==> src/rtl/tx_handshake.sv <==
// tx_handshake: transmit-side handshake between the router core and the TX unit.
//
// The core pushes packets into a small circular FIFO with single-cycle pushes.
// Each packet is offered to the TX unit with a four-phase Valid/Ready
// handshake: wait for Ready high, raise Valid, TX drops Ready to accept,
// drop Valid, then wait for Ready to return.
// A packet that is not accepted within TIMEOUT cycles is discarded and
// flagged on tx_err.
//
// Ports:
//   clk            rising-edge clock
//   rst            synchronous, active-high reset
//   rc_pkt_valid   core pushes rc_pkt_data this cycle
//   rc_pkt_data    packet from core (DATA_W bits)
//   tx_rdy         FIFO not full; core may push
//   tx_sent        one-cycle pulse per packet accepted by TX
//   tx_ovf         sticky; a push arrived while the FIFO was full
//   tx_err         sticky; a packet was aborted by timeout
//   TX_Data_Ready  TX unit ready; TX drops it to accept
//   TX_Data_Valid  packet on TX_Data is valid
//   TX_Data        packet to TX unit (DATA_W bits)
module tx_handshake #(
   parameter int DATA_W  = 8,
   parameter int DEPTH   = 2,
   parameter int TIMEOUT = 255
) (
   input  logic              clk,
   input  logic              rst,
   input  logic              rc_pkt_valid,
   input  logic [DATA_W-1:0] rc_pkt_data,
   output logic              tx_rdy,
   output logic              tx_sent,
   output logic              tx_ovf,
   output logic              tx_err,
   input  logic              TX_Data_Ready,
   output logic              TX_Data_Valid,
   output logic [DATA_W-1:0] TX_Data
);

   localparam int                PTR_W      = $clog2(DEPTH);
   localparam int                CNT_W      = PTR_W + 1;
   localparam logic [CNT_W-1:0]  FULL_CNT   = CNT_W'(DEPTH);
   localparam logic [PTR_W-1:0]  PTR_LAST   = PTR_W'(DEPTH - 1);
   localparam logic [15:0]       TIMER_LAST = 16'(TIMEOUT - 1);

   typedef enum logic [1:0] {
      ST_RST     = 2'd0,
      ST_IDLE    = 2'd1,
      ST_SEND    = 2'd2,
      ST_RELEASE = 2'd3
   } state_t;

   state_t              state_r;
   logic [DATA_W-1:0]   mem_r [DEPTH];
   logic [PTR_W-1:0]    wr_ptr_r;
   logic [PTR_W-1:0]    rd_ptr_r;
   logic [CNT_W-1:0]    count_r;
   logic [15:0]         timer_r;
   logic                pop_s;
   logic                full_s;
   logic                push_ok_s;

   // Circular pointer advance; DEPTH is a power of two but the wrap is explicit.
   function automatic logic [PTR_W-1:0] ptr_inc(input logic [PTR_W-1:0] ptr);
      if (ptr == PTR_LAST) begin
         return {PTR_W{1'b0}};
      end else begin
         return ptr + PTR_W'(1);
      end
   endfunction

   // The head leaves the FIFO when SEND ends, either by acceptance or by timeout.
   // The Ready test comes first, so acceptance wins over a coinciding timeout.
   always_comb begin
      pop_s = 1'b0;
      if (state_r == ST_SEND) begin
         if (!TX_Data_Ready) begin
            pop_s = 1'b1;
         end else if (timer_r == TIMER_LAST) begin
            pop_s = 1'b1;
         end else begin
            pop_s = 1'b0;
         end
      end else begin
         pop_s = 1'b0;
      end
   end

   // A push into a full FIFO still fits when a pop frees a slot in the same cycle.
   assign full_s    = (count_r == FULL_CNT);
   assign push_ok_s = rc_pkt_valid && (!full_s || pop_s);
   assign tx_rdy    = !full_s;

   // FIFO storage, pointers, occupancy and the sticky overflow flag.
   always_ff @(posedge clk) begin
      if (rst) begin
         wr_ptr_r <= {PTR_W{1'b0}};
         rd_ptr_r <= {PTR_W{1'b0}};
         count_r  <= {CNT_W{1'b0}};
         tx_ovf   <= 1'b0;
      end else begin
         if (push_ok_s) begin
            mem_r[wr_ptr_r] <= rc_pkt_data;
            wr_ptr_r        <= ptr_inc(wr_ptr_r);
         end
         if (pop_s) begin
            rd_ptr_r <= ptr_inc(rd_ptr_r);
         end
         case ({push_ok_s, pop_s})
            2'b10:   count_r <= count_r + CNT_W'(1);
            2'b01:   count_r <= count_r - CNT_W'(1);
            default: count_r <= count_r;
         endcase
         if (rc_pkt_valid && !push_ok_s) begin
            tx_ovf <= 1'b1;
         end
      end
   end

   // Handshake state machine; every output is registered alongside the next state.
   always_ff @(posedge clk) begin
      if (rst) begin
         state_r       <= ST_RST;
         timer_r       <= 16'd0;
         TX_Data_Valid <= 1'b0;
         TX_Data       <= {DATA_W{1'b0}};
         tx_sent       <= 1'b0;
         tx_err        <= 1'b0;
      end else begin
         tx_sent <= 1'b0;
         case (state_r)
            ST_RST: begin
               TX_Data_Valid <= 1'b0;
               if (TX_Data_Ready) begin
                  state_r <= ST_IDLE;
               end else begin
                  state_r <= ST_RST;
               end
            end
            ST_IDLE: begin
               if ((count_r != {CNT_W{1'b0}}) && TX_Data_Ready) begin
                  TX_Data       <= mem_r[rd_ptr_r];
                  timer_r       <= 16'd0;
                  TX_Data_Valid <= 1'b1;
                  state_r       <= ST_SEND;
               end else begin
                  TX_Data_Valid <= 1'b0;
                  state_r       <= ST_IDLE;
               end
            end
            ST_SEND: begin
               if (!TX_Data_Ready) begin
                  tx_sent       <= 1'b1;
                  TX_Data_Valid <= 1'b0;
                  state_r       <= ST_RELEASE;
               end else if (timer_r == TIMER_LAST) begin
                  // Abort: the packet is dropped and the TX unit must re-arm via RST.
                  tx_err        <= 1'b1;
                  TX_Data_Valid <= 1'b0;
                  state_r       <= ST_RST;
               end else begin
                  timer_r       <= timer_r + 16'd1;
                  TX_Data_Valid <= 1'b1;
                  state_r       <= ST_SEND;
               end
            end
            ST_RELEASE: begin
               TX_Data_Valid <= 1'b0;
               if (TX_Data_Ready) begin
                  state_r <= ST_IDLE;
               end else begin
                  state_r <= ST_RELEASE;
               end
            end
            default: begin
               TX_Data_Valid <= 1'b0;
               state_r       <= ST_RST;
            end
         endcase
      end
   end

endmodule
==> config.mk <==
export PLATFORM = sky130hd
export DESIGN_NAME = tx_handshake
export DESIGN_NICKNAME = d
export VERILOG_FILES = /design/src/rtl/tx_handshake.sv
export SDC_FILE = /design/constraint.sdc
export NUM_CORES = 1
export LEC_CHECK = 0
export CORE_MARGIN = 10
export CORE_UTILIZATION = 59
export DETAILED_ROUTE_END_ITERATION = 7
export HOLD_SLACK_MARGIN = 0.15
export PLACE_DENSITY = 0.84
export SLEW_MARGIN = 15
export SYNTH_ARGS = -nofsm -noshare
export SYNTH_HDL_FRONTEND = slang
export SYNTH_SLANG_ARGS = --single-unit
==> constraint.sdc <==
create_clock -name clk -period 6.3 [get_ports clk]
set_clock_uncertainty 0.1 [all_clocks]
set_input_delay 0.63 -clock clk [delete_from_list [all_inputs] [get_ports clk]]
set_output_delay 0.63 -clock clk [all_outputs]
set_load 0.01 [all_outputs]
**Word-level counts from Yosys, hierarchy flattened**

Memory sizes are Yosys's and may differ from the RTL's. A register that Yosys moved wholly into a read port is not among the register bits.
Index checks and enable logic that the tools add are counted.

- Output and inout bits: 13
- Bits of input ports: 12
- Memories: 1
- RAM bits: 16
- Logic and storage cells: 65
- Flip-flop bits (word level): 26

Memories:

| name | depth | width | rd ports | clocked after memory_dff | write ports | line | RTL |
|---|---|---|---|---|---|---|---|
| mem_r | 2 | 8 | 1 | 1 | 1 | 54 | `logic [DATA_W-1:0] mem_r [DEPTH];` |

- Add/subtract/negate cells: 5
- Equal/unequal tests: 10
- Bitwise logic cells: 1
- Reductions and logical operators: 15
- Muxes and demuxes: 24

Operators by type and width:

| cell | number |
|---|---|
| two-way mux 16 bit | 3 |
| case mux 16 bit (2 select lines) | 1 |
| adder 16 x 1 -> 16 bit, second input constant | 1 |
| == test 16 x 8 -> 1 bit, second input constant | 1 |
| two-way mux 1 bit | 13 |
| == test 2 bit, second input constant | 4 |
| two-way mux 2 bit | 4 |
| case mux 2 bit (4 select lines) | 1 |
| != test 2 bit, second input constant | 3 |
| nonzero test 2 bit | 3 |
| == test 2 x 1 -> 1 bit, second input constant | 2 |
| case mux 2 bit (2 select lines) | 1 |
| AND reduction 4 bit | 1 |
| OR reduction 2 bit | 2 |
| logical AND 1 bit | 3 |
| case mux 1 bit (3 select lines) | 1 |
| AND reduction 3 bit | 1 |
| adder 1 bit, second input constant | 2 |
| adder 2 x 1 -> 2 bit, second input constant | 1 |
| zero test 1 bit | 2 |
| zero test 2 bit | 1 |
| AND reduction 2 bit | 1 |
| subtractor 2 x 1 -> 2 bit, second input constant | 1 |
| logical OR 1 bit | 1 |
| NOT 1 bit | 1 |

**Logic depth before layout (Yosys ltp)**

Gate-level depths: netlist of the first run.

- Word-level depth: 9
- Depth in mapped cells: 9
- Mapped depth without buffers: 7

**Worst setup path after synthesis of the first run**

Ideal clock, no wire load.

- Path type: register to register
- From: reg timer_r[0]
- To: mem mem_r[1][0] (enable)
- Setup slack: 3.509 ns
- Cell stages (with the launch flop): 7
- Setup time: 0.385 ns
- Arrival time: 2.305 ns
- Data required time: 5.815 ns
- Period minus slack after synthesis: 2.791 ns
- Path through: dfxtp_1 > inv_1 > ha_1 > or4b_1 > nor4_1 > o311ai_1 > nor3b_1

- Word-level cells in the longest chain between the ends: 9

RTL lines:

| what | line | RTL |
|---|---|---|
| start, declared | 58 | `logic [15:0] timer_r;` |
| start signal, assigned | 162 | `timer_r <= timer_r + 16'd1;` |
| == test 16 x 8 -> 1 bit | 79 | `end else if (timer_r == TIMER_LAST) begin` |
| two-way mux 1 bit | 79 |  |
| two-way mux 1 bit | 77 | `if (!TX_Data_Ready) begin` |
| two-way mux 1 bit | 76 | `if (state_r == ST_SEND) begin` |
| logical OR 1 bit | 91 | `assign push_ok_s = rc_pkt_valid && (!full_s \|\| pop_s);` |
| logical AND 1 bit | 91 |  |
| two-way mux 1 bit | 102 | `if (push_ok_s) begin` |
| two-way mux 1 bit | 96 | `if (rst) begin` |
| two-way mux 1 bit (implied by the code) | 103 | `mem_r[wr_ptr_r] <= rc_pkt_data;` |
| end, declared | 54 |  |

Every way passes these cells.

**Worst setup path after layout of the first run**

- From: reg timer_r[0]
- To: mem mem_r[0][2] (enable)

The elaborated chain is that of the path after synthesis.

==> results of run 1 <==
[worst min-delay path: stages, from the launching register on]
cell	delay, ps
dfxtp_1	370
a31oi_1	40
nor2_1	70
[power groups by stage]
stage	clock network [W]	registers [W]	logic (W)
after global routing	0.000187	0.000354	0.0000581
after floorplan	0	0.000359	0.0000285
after detailed placement	0	0.000360	0.0000514
after global placement	0	0.000359	0.0000482
after CTS	0.000174	0.000353	0.0000519
final	0.000171	0.000353	0.0000523
[metrics by stage]
stage / cell area (sq um) / total power [W] / hold slack [ps] / std cells
finish: 2460 / 0.000576 / 410 / 272
global route: 2460 / 0.000599 / 429 / 272
CTS: 2450 / 0.000579 / 410 / 272
detailed placement: 2370 / 0.000411 / 378 / 264
global placement: 2370 / 0.000407 / 356 / 264
floorplan: 2120 / 0.000388 / 347 / 205
[sequential cells by signal, indices dropped and copies added, names as in the netlist]
signal,count
TX_Data,8
TX_Data_Valid,1
count_r,2
mem_r,16
rd_ptr_r,1
state_r,2
timer_r,16
tx_err,1
tx_ovf,1
tx_sent,1
wr_ptr_r,1
[how the worst max path moves through the flow]
stage | from | endpoint | slack [ps] | depth (start not counted)
after floorplan | timer_r[0]$_SDFFE_PP0P_ | mem_r[1][0]$_DFFE_PP_ | 3510 | 6
after global placement | TX_Data_Ready | timer_r[6]$_SDFFE_PP0P_ | 2830 | 6
after detailed placement | TX_Data_Ready | timer_r[6]$_SDFFE_PP0P_ | 2670 | 6
after CTS | timer_r[0]$_SDFFE_PP0P_ | mem_r[1][0]$_DFFE_PP_ | 2860 | 6
after global routing | timer_r[1]$_SDFFE_PP0P_ | mem_r[0][2]$_DFFE_PP_ | 2610 | 5
final | timer_r[0]$_SDFFE_PP0P_ | mem_r[0][2]$_DFFE_PP_ | 2850 | 6
[cell families after synthesis]
kind of cell,count (synthesis),share of synthesized area [%]
simple gates,75,18.7
flops,50,54.8
compound gates,45,14.8
buf+inv,17,3.19
mux,10,4.84
xor+xnor,6,2.48
fa+ha+maj,2,1.18
[routing by layer]
metal	vias to the layer above	part of all wire, %	GRT usage, %
li1	795	-	-
met1	784	39	15.3
met2	45	53	26.4
met3	8	6.3	4.62
met4	0	1.3	5.63
met5	-	0	0
[cell type report]
class,count,area share (%)
inverters,6,0.917
multi-input cells,138,36.5
well taps,46,2.34
clock buffers,6,2.55
repair buffers,24,9.78
flip-flops and latches,50,47.3
clock inverters,2,0.611
[layout by cell type (no fill, tap or decap), types with 3 or more instances in the layout]
master	instances
or3_1	6
nand3_1	5
a211oi_1	8
a31oi_1	4
nand2_1	8
nand4_1	3
clkbuf_4	5
or4_1	7
edfxtp_1	16
dfxtp_1	34
o21ai_1	5
inv_1	5
nor2_1	26
a21oi_1	14
clkdlybuf4s50_1	24
xor2_1	4
o31ai_1	5
mux2i_1	8
nand3b_1	3
nor3_1	4
==> impl_metrics.toml, run 1 <==
[yosys]
synthArstFlopShare_pct = 0
avgSynthCellArea_sq_um = 10.3
synth.most_common_cell = "dfxtp_1"
synth_enable_flop_cells = 16
netlist_area_sq_um = 2120
ys.flop_type = "dfxtp_1"
seq_area_frac_synth_pct = 54.8
synth_cell_type_count = 43
synthTopCellsByArea = "dfxtp_1 32%, edfxtp_1 23%, nor2_1 4.8%"
yosys_warnings = 0
syn_nets = 219
netlist_top_cells_count = "34 x dfxtp_1, 27 x nor2_1, 16 x edfxtp_1"
synth.top_cell.area_share_pct = 32.1
yosys_register_bits = 50
synth_top_area_cell = "dfxtp_1"
synthCells = 205

[clock_network]
cts-htree-levels = 2
path_clk_slew_ps = 140
cts_buffer_depth = 2
clk-insertion-delay-late_ps = 380
cts_root_buf = "clkbuf_4"
cts_setup_buffers = 0
cts_buffers = 5
cts_tree = "built"
clock-sinks = 50
cts_resized = 0
ctsHoldBuffers = 0

[power]
switching_share_pct = 24.3
peakVddDrop_mv = 0.189
power_frac_seq_pct = 61.2
p_leak_nw = 0.765
internal_power_w = 0.000436
cellPowerDensity_nw_per_um2 = 235
power_frac_clock_pct = 29.7
power_frac_comb_pct = 9.1
p_sw_w = 0.000140

[worst_setup_path]
crit_required_ps = 6200
slowest_delay_ps = 960
crit_chain = "inv_1 > ha_1 > or4b_1 > nor4_1 > o311ai_1 > nor3_1"
ff2ff_setup_slack_ps = 2850
startpoint_type = "register"
r2r-end = "mem_r[0][2]$_DFFE_PP_"
crit_family = "simple AND/OR/NAND/NOR gates"
arrival_ps = 3350
r2r_start = "timer_r[0]$_SDFFE_PP0P_"
crit_fanout = 8
endpoint_kind = "register"
cp_num_buf_inv = 1
reg2regPathDepth = 6
cp_slowest_cell = "nor3_1"
critPathKind = "register to register"

[global_routing]
grt_pass1_vias = 1667
antenna_found_initial = 0
grt_first_pass_wirelength_mm = 7.58
overflow = 0
track_usage_pct = 14.6
grt_max_degree = 25

[finish]
diodes = 0
area_growth_pct = 15.9
fill_cells = 265
final_util_pct = 71.9
layout-drive-gt1-share_pct = 6.19
multi_input_area_sq_um = 897
seqCellArea_sq_um = 1160
layout.nets = 239

[min_path]
hold_path.class = "register to register"
min-delay-start = "tx_ovf$_SDFFE_PP0P_"
whs_path_depth = 2
min_to = "tx_ovf$_SDFFE_PP0P_"

[drt]
ant_nets = 0
vias_per_cell = 6.00
drcViolationCount = 0
drt_wl_total_mm = 4.42
drt-initial-drc-count = 138
vias = 1632
firstDrtPassIters = 4
wl_per_cell_um = 16.2

[place]
place_hpwl_mm = 3.16
place.gp.congestion = 0.848
place_ws_ps = 2670
io_buffers = 24

[die]
rows = 21
coreArea_sq_um = 3420
die_h_um = 79.9
fp.dieW_um = 79.9
initial_utilization_pct = 62.0
dieArea_sq_um = 6390
num_io_pins = 25

[timing]
worstMarginPinSlew_ps = 1180
timing_hold_violations_final = 0
setup_slack_ps = 2850
setup_viol = 0
fin_crit_sh_pct = 54.8
max_freq_mhz = 290
slew_viol_final = 0
min_period_ps = 3450
rsz0062_at_grt = "false"
relSlewSlack_pct = 20.7
tns_ps = 0

[flow_run]
max_cap_violations = 0

[outcome]
status = "finished, final reports clean"
Note: power is estimated with default switching activity, not from simulation.
==> run 2, diff against run 1 <==
- CORE_UTILIZATION: 59 -> 54
- PLACE_DENSITY: 0.84 -> 0.77
- clock period: 6.3 -> 3.5 ns (I/O delays scaled with it)
==> run 2 against run 1 <==
Cell area grew 2.3%. Flip-flop and latch count is the same. Routed wire length shrank 0.20%. Clock power grew 100%. Non-clock buffer count grew 6. Sequential power grew 80%. Setup slack lost 2300 ps. Critical path depth grew 1. Combinational power grew 85%. Critical path type unchanged. Critical endpoint is now timer_r[15]$_SDFFE_PP0P_. Largest cell class unchanged.
==> impl_metrics.toml, run 2 (synthesis results as in run 1) <==
[outcome]
status = "finished, final reports clean"

[power]
switching_share_pct = 24.4
internal_power_w = 0.000812
p_sw_w = 0.000262
cellPowerDensity_nw_per_um2 = 427
power_frac_seq_pct = 59.1
peakVddDrop_mv = 0.326
power_frac_clock_pct = 31.9
p_leak_nw = 0.804
power_frac_comb_pct = 9.0

[worst_setup_path]
critPathKind = "register to register"
crit_fanout = 11
startpoint_type = "register"
crit_required_ps = 3640
ff2ff_setup_slack_ps = 550
reg2regPathDepth = 7
arrival_ps = 3090
endpoint_kind = "register"
r2r-end = "timer_r[15]$_SDFFE_PP0P_"
r2r_start = "timer_r[0]$_SDFFE_PP0P_"

[clock_network]
cts_resized = 0
cts-htree-levels = 2
cts_tree = "built"
clk-insertion-delay-late_ps = 300
clock-sinks = 50
cts_root_buf = "clkbuf_8"
ctsHoldBuffers = 0
path_clk_slew_ps = 100
cts_buffer_depth = 2
cts_setup_buffers = 0
cts_buffers = 5

[die]
rows = 22
num_io_pins = 25
dieArea_sq_um = 6830
coreArea_sq_um = 3720
fp.dieW_um = 82.6
die_h_um = 82.6
initial_utilization_pct = 57.0

[global_routing]
overflow = 0
grt_max_degree = 25
grt_first_pass_wirelength_mm = 7.44
track_usage_pct = 13.7
antenna_found_initial = 0
grt_pass1_vias = 1632

[timing]
tns_ps = 0
fin_crit_sh_pct = 84.4
min_period_ps = 2950
max_freq_mhz = 339
worstMarginPinSlew_ps = 748
relSlewSlack_pct = 50.1
setup_viol = 0
slew_viol_final = 0
timing_hold_violations_final = 0
rsz0062_at_grt = "false"

[finish]
top_regs = "mem_r x16, timer_r x16, TX_Data x8"
layout.nets = 245
area_growth_pct = 18.6
diodes = 0
layout-drive-gt1-share_pct = 7.76
final_common_cell = "dfxtp_1"
final_cells = 280
final_cell_mix = "34 x dfxtp_1, 27 x nor2_1, 24 x clkdlybuf4s50_1"

[drt]
vias_per_cell = 5.74
drt-initial-drc-count = 93
firstDrtPassIters = 4
drcViolationCount = 0
wl_per_cell_um = 15.7
drt_wl_total_mm = 4.41
ant_nets = 0
vias = 1606

[place]
place.gp.congestion = 0.788
placedCellCount = 272
io_buffers = 24
place_hpwl_mm = 3.16

[flow_run]
max_cap_violations = 0

[min_path]
hold_path.class = "register to register"
min_to = "tx_err$_SDFFE_PP0P_"
min-delay-start = "tx_err$_SDFFE_PP0P_"
whs_path_depth = 2
## run 2: layer usage
layer / share of wire [%] / up-vias / global-route usage, % / wire, um
met4: 0.86 / 0 / 4.18 / 38
met5: 0 / - / 0 / 0
li1: - / 805 / - / -
met3: 4.5 / 6 / 3.89 / 199
met1: 40 / 767 / 14.7 / 1780
met2: 54 / 28 / 25.5 / 2380
## run 2: power by group through the flow
stage | Clock, W | Combinational (W) | Sequential (W)
floorplan | 0 | 0.0000512 | 0.000646
global placement | 0 | 0.0000934 | 0.000645
detailed placement | 0 | 0.0000974 | 0.000647
CTS | 0.000349 | 0.0000978 | 0.000634
global route | 0.000375 | 0.000106 | 0.000637
finish | 0.000343 | 0.0000969 | 0.000634
## run 2: critical path, stage by stage, from the launching register on
cell and delay, ps:
dfxtp_1 380, inv_1 80, ha_1 130, or4b_1 450
or4_1 720, a21oi_1 660, o31ai_1 200, a21oi_1 160
## run 2: layout make-up
type                       count  area, sq um
fill                         291         1200
sequential                    50         1160
multi-input combinational    138          890
timing repair buffer          30          285
clock buffer                   5         68.8
tap                           48         60.1
clock inverter                 3         25.0
inverter                       6         22.5
## run 2: worst max-delay path by stage
stage                       startpoint                        to  slack, ps
2_1_floorplan  timer_r[0]$_SDFFE_PP0P_     mem_r[1][0]$_DFFE_PP_        710
3_3_place_gp   timer_r[0]$_SDFFE_PP0P_  timer_r[13]$_SDFFE_PP0P_        780
3_5_place_dp   timer_r[0]$_SDFFE_PP0P_  timer_r[15]$_SDFFE_PP0P_        630
4_1_cts        timer_r[0]$_SDFFE_PP0P_  timer_r[15]$_SDFFE_PP0P_        580
5_1_grt        timer_r[0]$_SDFFE_PP0P_  timer_r[15]$_SDFFE_PP0P_        410
6_report       timer_r[0]$_SDFFE_PP0P_  timer_r[15]$_SDFFE_PP0P_        550
## run 2: metrics by stage
stage	setup slack [ps]	total power [W]	hold WS, ps	util, %	instance area, sq um
floorplan	709	0.000698	347	-	2120
global placement	781	0.000739	359	65.1	2420
detailed placement	631	0.000745	372	65.1	2420
CTS	575	0.00108	394	67.6	2510
global route	409	0.00112	429	67.6	2510
finish	546	0.00107	404	67.6	2510
==> variant 1 (flow settings as in run 2) <==
The 4 states of `state_t` get a Gray code encoding in 2 bits.
--- a/src/rtl/tx_handshake.sv
+++ b/src/rtl/tx_handshake.sv
@@ -44,10 +44,10 @@
    localparam logic [15:0]       TIMER_LAST = 16'(TIMEOUT - 1);
 
    typedef enum logic [1:0] {
-      ST_RST     = 2'd0,
-      ST_IDLE    = 2'd1,
-      ST_SEND    = 2'd2,
-      ST_RELEASE = 2'd3
+      ST_RST     = 2'b00,
+      ST_IDLE    = 2'b01,
+      ST_SEND    = 2'b11,
+      ST_RELEASE = 2'b10
    } state_t;
 
    state_t              state_r;
Function: no difference found for any inputs over 10 cycles, from zero or initial values and one cycle with rst high; not proved beyond that.
==> variant 1 against run 2 <==
  * Sequential share of layout area about the same
  * Routed wire length decreased by 6.5%
  * Setup slack improved by 0.72 ns
  * Utilization decreased by 0.92 points
  * Non-clock buffer count decreased by 4
  * Synthesized area increased by 1.7%
  * Final area about the same
  * Sequential cell count unchanged
  * Total power decreased by 3.2%
  * Critical path type unchanged
  * Critical endpoint is now mem_r[1][0]
==> variant 1: results (changes against run 2) <==
STATUS
-------------------------------------------------------------------------
Result of the run ..........................................    completed

PLACE
-------------------------------------------------------------------------
PortBufs ...................................................           24   unchanged
Post-placement cell area ...................................   2420 sq um   +0.26%
GP Congestion ..............................................        0.830   +5.3%
HPWL reported at the end of detailed placement ............. 2980 microns   -5.6%

LOGIC SYNTHESIS
-------------------------------------------------------------------------
Count of flip-flops with a built-in enable after synthesis .           16   unchanged
Cells taking the most area after synthesis ................. dfxtp_1 32%, edfxtp_1 22%, xor2_1 5.3%
Asr flop ratio synth .......................................            0   unchanged
Syn Nets ...................................................          216   -1.4%
Most numerous cell types in the synthesized netlist ........ 34 x dfxtp_1, 29 x nor2_1, 16 x edfxtp_1
Warnings from Yosys ........................................            0   unchanged
Fraction of the yosys area taken by sequential cells .......        0.539   -0.00923
Distinct cell type count of the synthesized netlist ........           42   -2.3%

POWER
-------------------------------------------------------------------------
Static Leakage .............................................  0.000852 uW   +5.9%
Fraction of power spent switching nets .....................        0.230   -0.0140
Peak supply drop ...........................................   0.000298 V   -8.5%

FINAL LAYOUT
-------------------------------------------------------------------------
Number of diodes added for antenna fixing ..................            0   unchanged
Filler cell count in the final layout ......................          283   -2.7%
Ratio of cells with drive above 1 in the final layout ......       0.0965   +0.0189
Net total in the final layout ..............................          241   -1.6%
Top flop regs .............................................. mem_r (16), timer_r (16), TX_Data (8)
Utilization after layout ...................................        0.667   -0.00921

GLOBAL ROUTING
-------------------------------------------------------------------------
First-pass GRT wire length ................................. 7190 microns   -3.3%
Pin count of the biggest net entering global routing .......           24   -4.0%
Antenna violations before repair ...........................            0   unchanged
Number of global-route vias before repair ..................         1567   -4.0%
Global-route usage over all layers .........................        0.123   -0.0147

HOLD PATH
-------------------------------------------------------------------------
Hold Crit Class ............................................ flop to flop
Hold path startpoint .......................................       tx_ovf

SETUP PATH
-------------------------------------------------------------------------
Largest stage delay, worst path ............................      0.42 ns   -0.30 ns
Arrival time at the worst endpoint .........................      2.15 ns   -0.94 ns
Cell at the slowest stage of the critical path .............      dfxtp_1
Biggest fanout along the worst timing path .................            8   -3
Beginning of the critical path .............................   timer_r[1]

CLOCK NETWORK
-------------------------------------------------------------------------
Clock buffer count from CTS ................................            5   unchanged
Maximum count of clock buffers along a single path .........            2   unchanged
Clock Tree Root ............................................     clkbuf_8
CTS H-tree depth ...........................................            2   unchanged
Clock-pin slew on the worst setup and hold paths ...........      0.09 ns
Resized cells post-CTS .....................................            0   unchanged
Clock latency on the worst-skew pair .......................      0.30 ns   about the same
Setup repair bufs after CTS ................................            0   unchanged

STA
-------------------------------------------------------------------------
Max transition margin ......................................        0.455   -0.0464

DRT
-------------------------------------------------------------------------
Drt pass-1 iters ...........................................            4   unchanged
Initial drt markers ........................................           64   -31%
Overall routed net length .................................. 4120 microns   -6.5%
Total via count in the routed design .......................         1546   -3.7%

[variant 1: changes by cell type after synthesis, moves of 3 or more]
cell | run 2 | this run
a31oi_1 | 4 | 1
or3_1 | 6 | 1
nand4_1 | 3 | 10
clkbuf_1 | 7 | 3
a21oi_1 | 14 | 7
xor2_1 | 4 | 13
o31ai_1 | 5 | 0
nand3b_1 | 3 | 0
or4_1 | 7 | 0
o21ai_1 | 5 | 0
[variant 1: layout make-up]
cell class	count	share of cell area
sequential	50	0.462
multi-input combinational	137	0.367
timing repair buffer	26	0.101
clock buffer	5	0.0274
tap	48	0.0239
inverter	7	0.0104
clock inverter	3	0.00846
[variant 1: kinds of logic after synthesis]
kind of cell | synth area share
XOR/XNOR | 0.0650
multiplexers | 0.0441
flip-flops | 0.539
AND/OR/NAND/NOR | 0.221
buffers and inverters | 0.0331
adder cells (fa/ha/maj) | 0.0116
AO/OA/AOI/OAI | 0.0860
[variant 1: path summary, 6_finish.rpt]
kind / endpoint / slack (ns) / cells after the start
max: mem_r[1][0] / 1.26 / 6
min: tx_ovf / 0.35 / 2
max reg2reg: mem_r[1][0] / 1.26 / 6
min reg2reg: tx_ovf / 0.35 / 2
[variant 1: layer usage]
metal  routed length (microns)  track usage  share of wire
met1                      1780        0.132           0.43
met2                      2050        0.204           0.50
met3                       229       0.0537          0.056
met4                        53       0.0523          0.013
met5                         0            0              0
[variant 1: worst max-delay path, delay by kind of cell, from the launching register on]
| family | cells | cell delay [ns] |
|---|---|---|
| flops | 1 | 0.42 |
| fa+ha+maj | 1 | 0.20 |
| buf+inv | 1 | 0.21 |
| simple gates | 3 | 0.86 |
| compound gates | 1 | 0.15 |
[variant 1: metrics by stage]
stage	total power (uW)	setup WS, ns	instances
2_1_floorplan	685	1.13	202
3_3_place_gp	721	1.24	268
3_5_place_dp	725	1.20	268
6_report	1040	1.26	276
4_1_cts	1050	1.27	276
5_1_grt	1090	1.21	276
[variant 1: power groups by stage]
stage | clock network [uW] | registers (uW) | logic [uW]
after detailed placement | 0 | 642 | 82.3
final | 327 | 629 | 82.2
after floorplan | 0 | 642 | 42.7
after global placement | 0 | 641 | 79.4
after global routing | 367 | 631 | 90.9
after CTS | 341 | 629 | 82.7
==> variant 2 (config.mk and constraints of run 2) <==
Made on the original files. The parameter `DATA_W` goes from 8 to 9.
--- a/src/rtl/tx_handshake.sv
+++ b/src/rtl/tx_handshake.sv
@@ -20,7 +20,7 @@
 //   TX_Data_Valid  packet on TX_Data is valid
 //   TX_Data        packet to TX unit (DATA_W bits)
 module tx_handshake #(
-   parameter int DATA_W  = 8,
+   parameter int DATA_W  = 9,
    parameter int DEPTH   = 2,
    parameter int TIMEOUT = 255
 ) (
Ports: changed (resized TX_Data and rc_pkt_data); port bits go from 25 to 27. No check against the original RTL was run, so the function may have changed too.
==> variant 2 against run 2 <==
  * Highest routed layer unchanged
  * Setup slack improved by 0.76 ns
  * Non-clock buffer count stayed put
  * Routed wire length increased by 1.5%
  * Total power increased by 7.1%
  * Sequential cell count up 3
  * Clock power up 5%
  * Final area up 7.5%
  * First-iteration DRC count rose by 24%
  * Synthesized area grew 9.0%
==> variant 2: results (changes against run 2) <==
GLOBAL ROUTING
-------------------------------------------------------------------------
Antenna violations before repair ...........................            0   unchanged
Global-route usage over all layers .........................        0.128   -0.00957
First-pass GRT wire length ................................. 7700 microns   +3.5%
Pin count of the biggest net entering global routing .......           28   +12%

CLOCK NETWORK
-------------------------------------------------------------------------
Clock Tree Root ............................................     clkbuf_8
Clock latency on the worst-skew pair .......................      0.31 ns
Resized cells post-CTS .....................................            0   unchanged
Clock buffer count from CTS ................................            5   unchanged
Clock-pin slew on the worst setup and hold paths ...........      0.10 ns   about the same
Setup repair bufs after CTS ................................            0   unchanged
CTS H-tree depth ...........................................            2   unchanged
Maximum count of clock buffers along a single path .........            2   unchanged

LOGIC SYNTHESIS
-------------------------------------------------------------------------
Count of flip-flops with a built-in enable after synthesis .           18   +2
Cells taking the most area after synthesis ................. dfxtp_1 30%, edfxtp_1 23%, mux2i_1 4.3%
Main synth FF type .........................................      dfxtp_1
Asr flop ratio synth .......................................            0   unchanged
Mean area per synthesized cell .............................   10.7 sq um   +3.9%
Most numerous cell types in the synthesized netlist ........ 35 x dfxtp_1, 22 x nor2_1, 18 x edfxtp_1
Distinct cell type count of the synthesized netlist ........           46   +7.0%
Warnings from Yosys ........................................            0   unchanged
Syn Nets ...................................................          230   +5.0%
Fraction of the yosys area taken by sequential cells .......        0.538   -0.0105

FINAL LAYOUT
-------------------------------------------------------------------------
Filler cell count in the final layout ......................          327   +12%
Top flop regs .............................................. mem_r (18), timer_r (16), TX_Data (9)
Ratio of cells with drive above 1 in the final layout ......        0.103   +0.0257
Net total in the final layout ..............................          256   +4.5%
Number of diodes added for antenna fixing ..................            0   unchanged

STATUS
-------------------------------------------------------------------------
Result of the run ..........................................    completed

SETUP PATH
-------------------------------------------------------------------------
Biggest fanout along the worst timing path .................            9   -2
Arrival time at the worst endpoint .........................      2.11 ns   -0.98 ns

PLACE
-------------------------------------------------------------------------
GP Congestion ..............................................        0.807   +2.5%
Post-placement cell area ...................................   2600 sq um   +7.7%
HPWL reported at the end of detailed placement ............. 3240 microns   +2.5%
PortBufs ...................................................           26   +8.3%

DRT
-------------------------------------------------------------------------
Drt pass-1 iters ...........................................            4   unchanged
Initial drt markers ........................................          115   +24%
Routed wirelength normalized by instance count ............. 15.3 microns   -2.7%
Total via count in the routed design .......................         1700   +5.9%

HOLD PATH
-------------------------------------------------------------------------
Hold Crit Class ............................................ flop to flop

POWER
-------------------------------------------------------------------------
Peak supply drop ...........................................   0.000293 V   -10%
Static Leakage .............................................  0.000864 uW   +7.5%

STA
-------------------------------------------------------------------------
Transition time of the tightest slew-check pin .............     0.604 ns   -0.144 ns

[variant 2: worst paths after layout]
path,startpoint,to,slack (ns),cells after the start
setup / recovery,timer_r[1],mem_r[1][4],1.31,6
hold / removal,tx_ovf,tx_ovf,0.38,2
setup reg to reg,timer_r[1],mem_r[1][4],1.31,6
hold reg to reg,tx_ovf,tx_ovf,0.38,2
[variant 2: critical path, stage by stage, from the launching register on]
cell	delay, ns
dfxtp_1	0.43
ha_1	0.17
nor4b_2	0.31
and4_1	0.32
o311ai_2	0.13
nor3b_1	0.22
buf_4	0.22
[variant 2: power by group]
part           switching, uW  internal (uW)  leakage, uW
logic                   58.4           54.0     0.000365
registers               15.3            660     0.000449
clock network            212            150    0.0000506
[variant 2: cell families (layout without fill, tap and decap cells)]
logic type               Yosys count  after routing  synth area share
multiplexers                      11             11            0.0482
XOR/XNOR                           4              4            0.0152
AND/OR/NAND/NOR                   82             82             0.203
adder cells (fa/ha/maj)            2              2            0.0108
buffers and inverters             15             42            0.0336
flip-flops                        53             53             0.538
AO/OA/AOI/OAI                     48             48             0.151
[variant 2: final cells by class]
type	instances	area, sq um	area share
Clock buffer	5	68.8	0.0255
Timing Repair Buffer	30	290	0.107
Tap cell	50	62.6	0.0232
Sequential cell	53	1240	0.459
Clock inverter	3	28.8	0.0107
Inverter	4	15.0	0.00556
Multi-Input combinational cell	147	995	0.368
[variant 2: per-layer routing]
| metal | global-route usage | vias up | routed length (microns) |
|---|---|---|---|
| met5 | 0 | - | 0 |
| met4 | 0.0554 | 0 | 70 |
| met3 | 0.0335 | 6 | 198 |
| met2 | 0.215 | 37 | 2130 |
| met1 | 0.148 | 804 | 2070 |
| li1 | - | 853 | - |
[variant 2: per-stage QoR]
| step | total power (uW) | utilization | std cells | setup slack (ns) |
|---|---|---|---|---|
| final | 1150 | 0.666 | 292 | 1.31 |
| after global routing | 1200 | 0.666 | 292 | 1.15 |
| after CTS | 1160 | 0.666 | 292 | 1.28 |
| after detailed placement | 803 | 0.642 | 284 | 1.06 |
| after global placement | 799 | 0.642 | 284 | 1.07 |
| after floorplan | 755 | - | 215 | 1.06 |
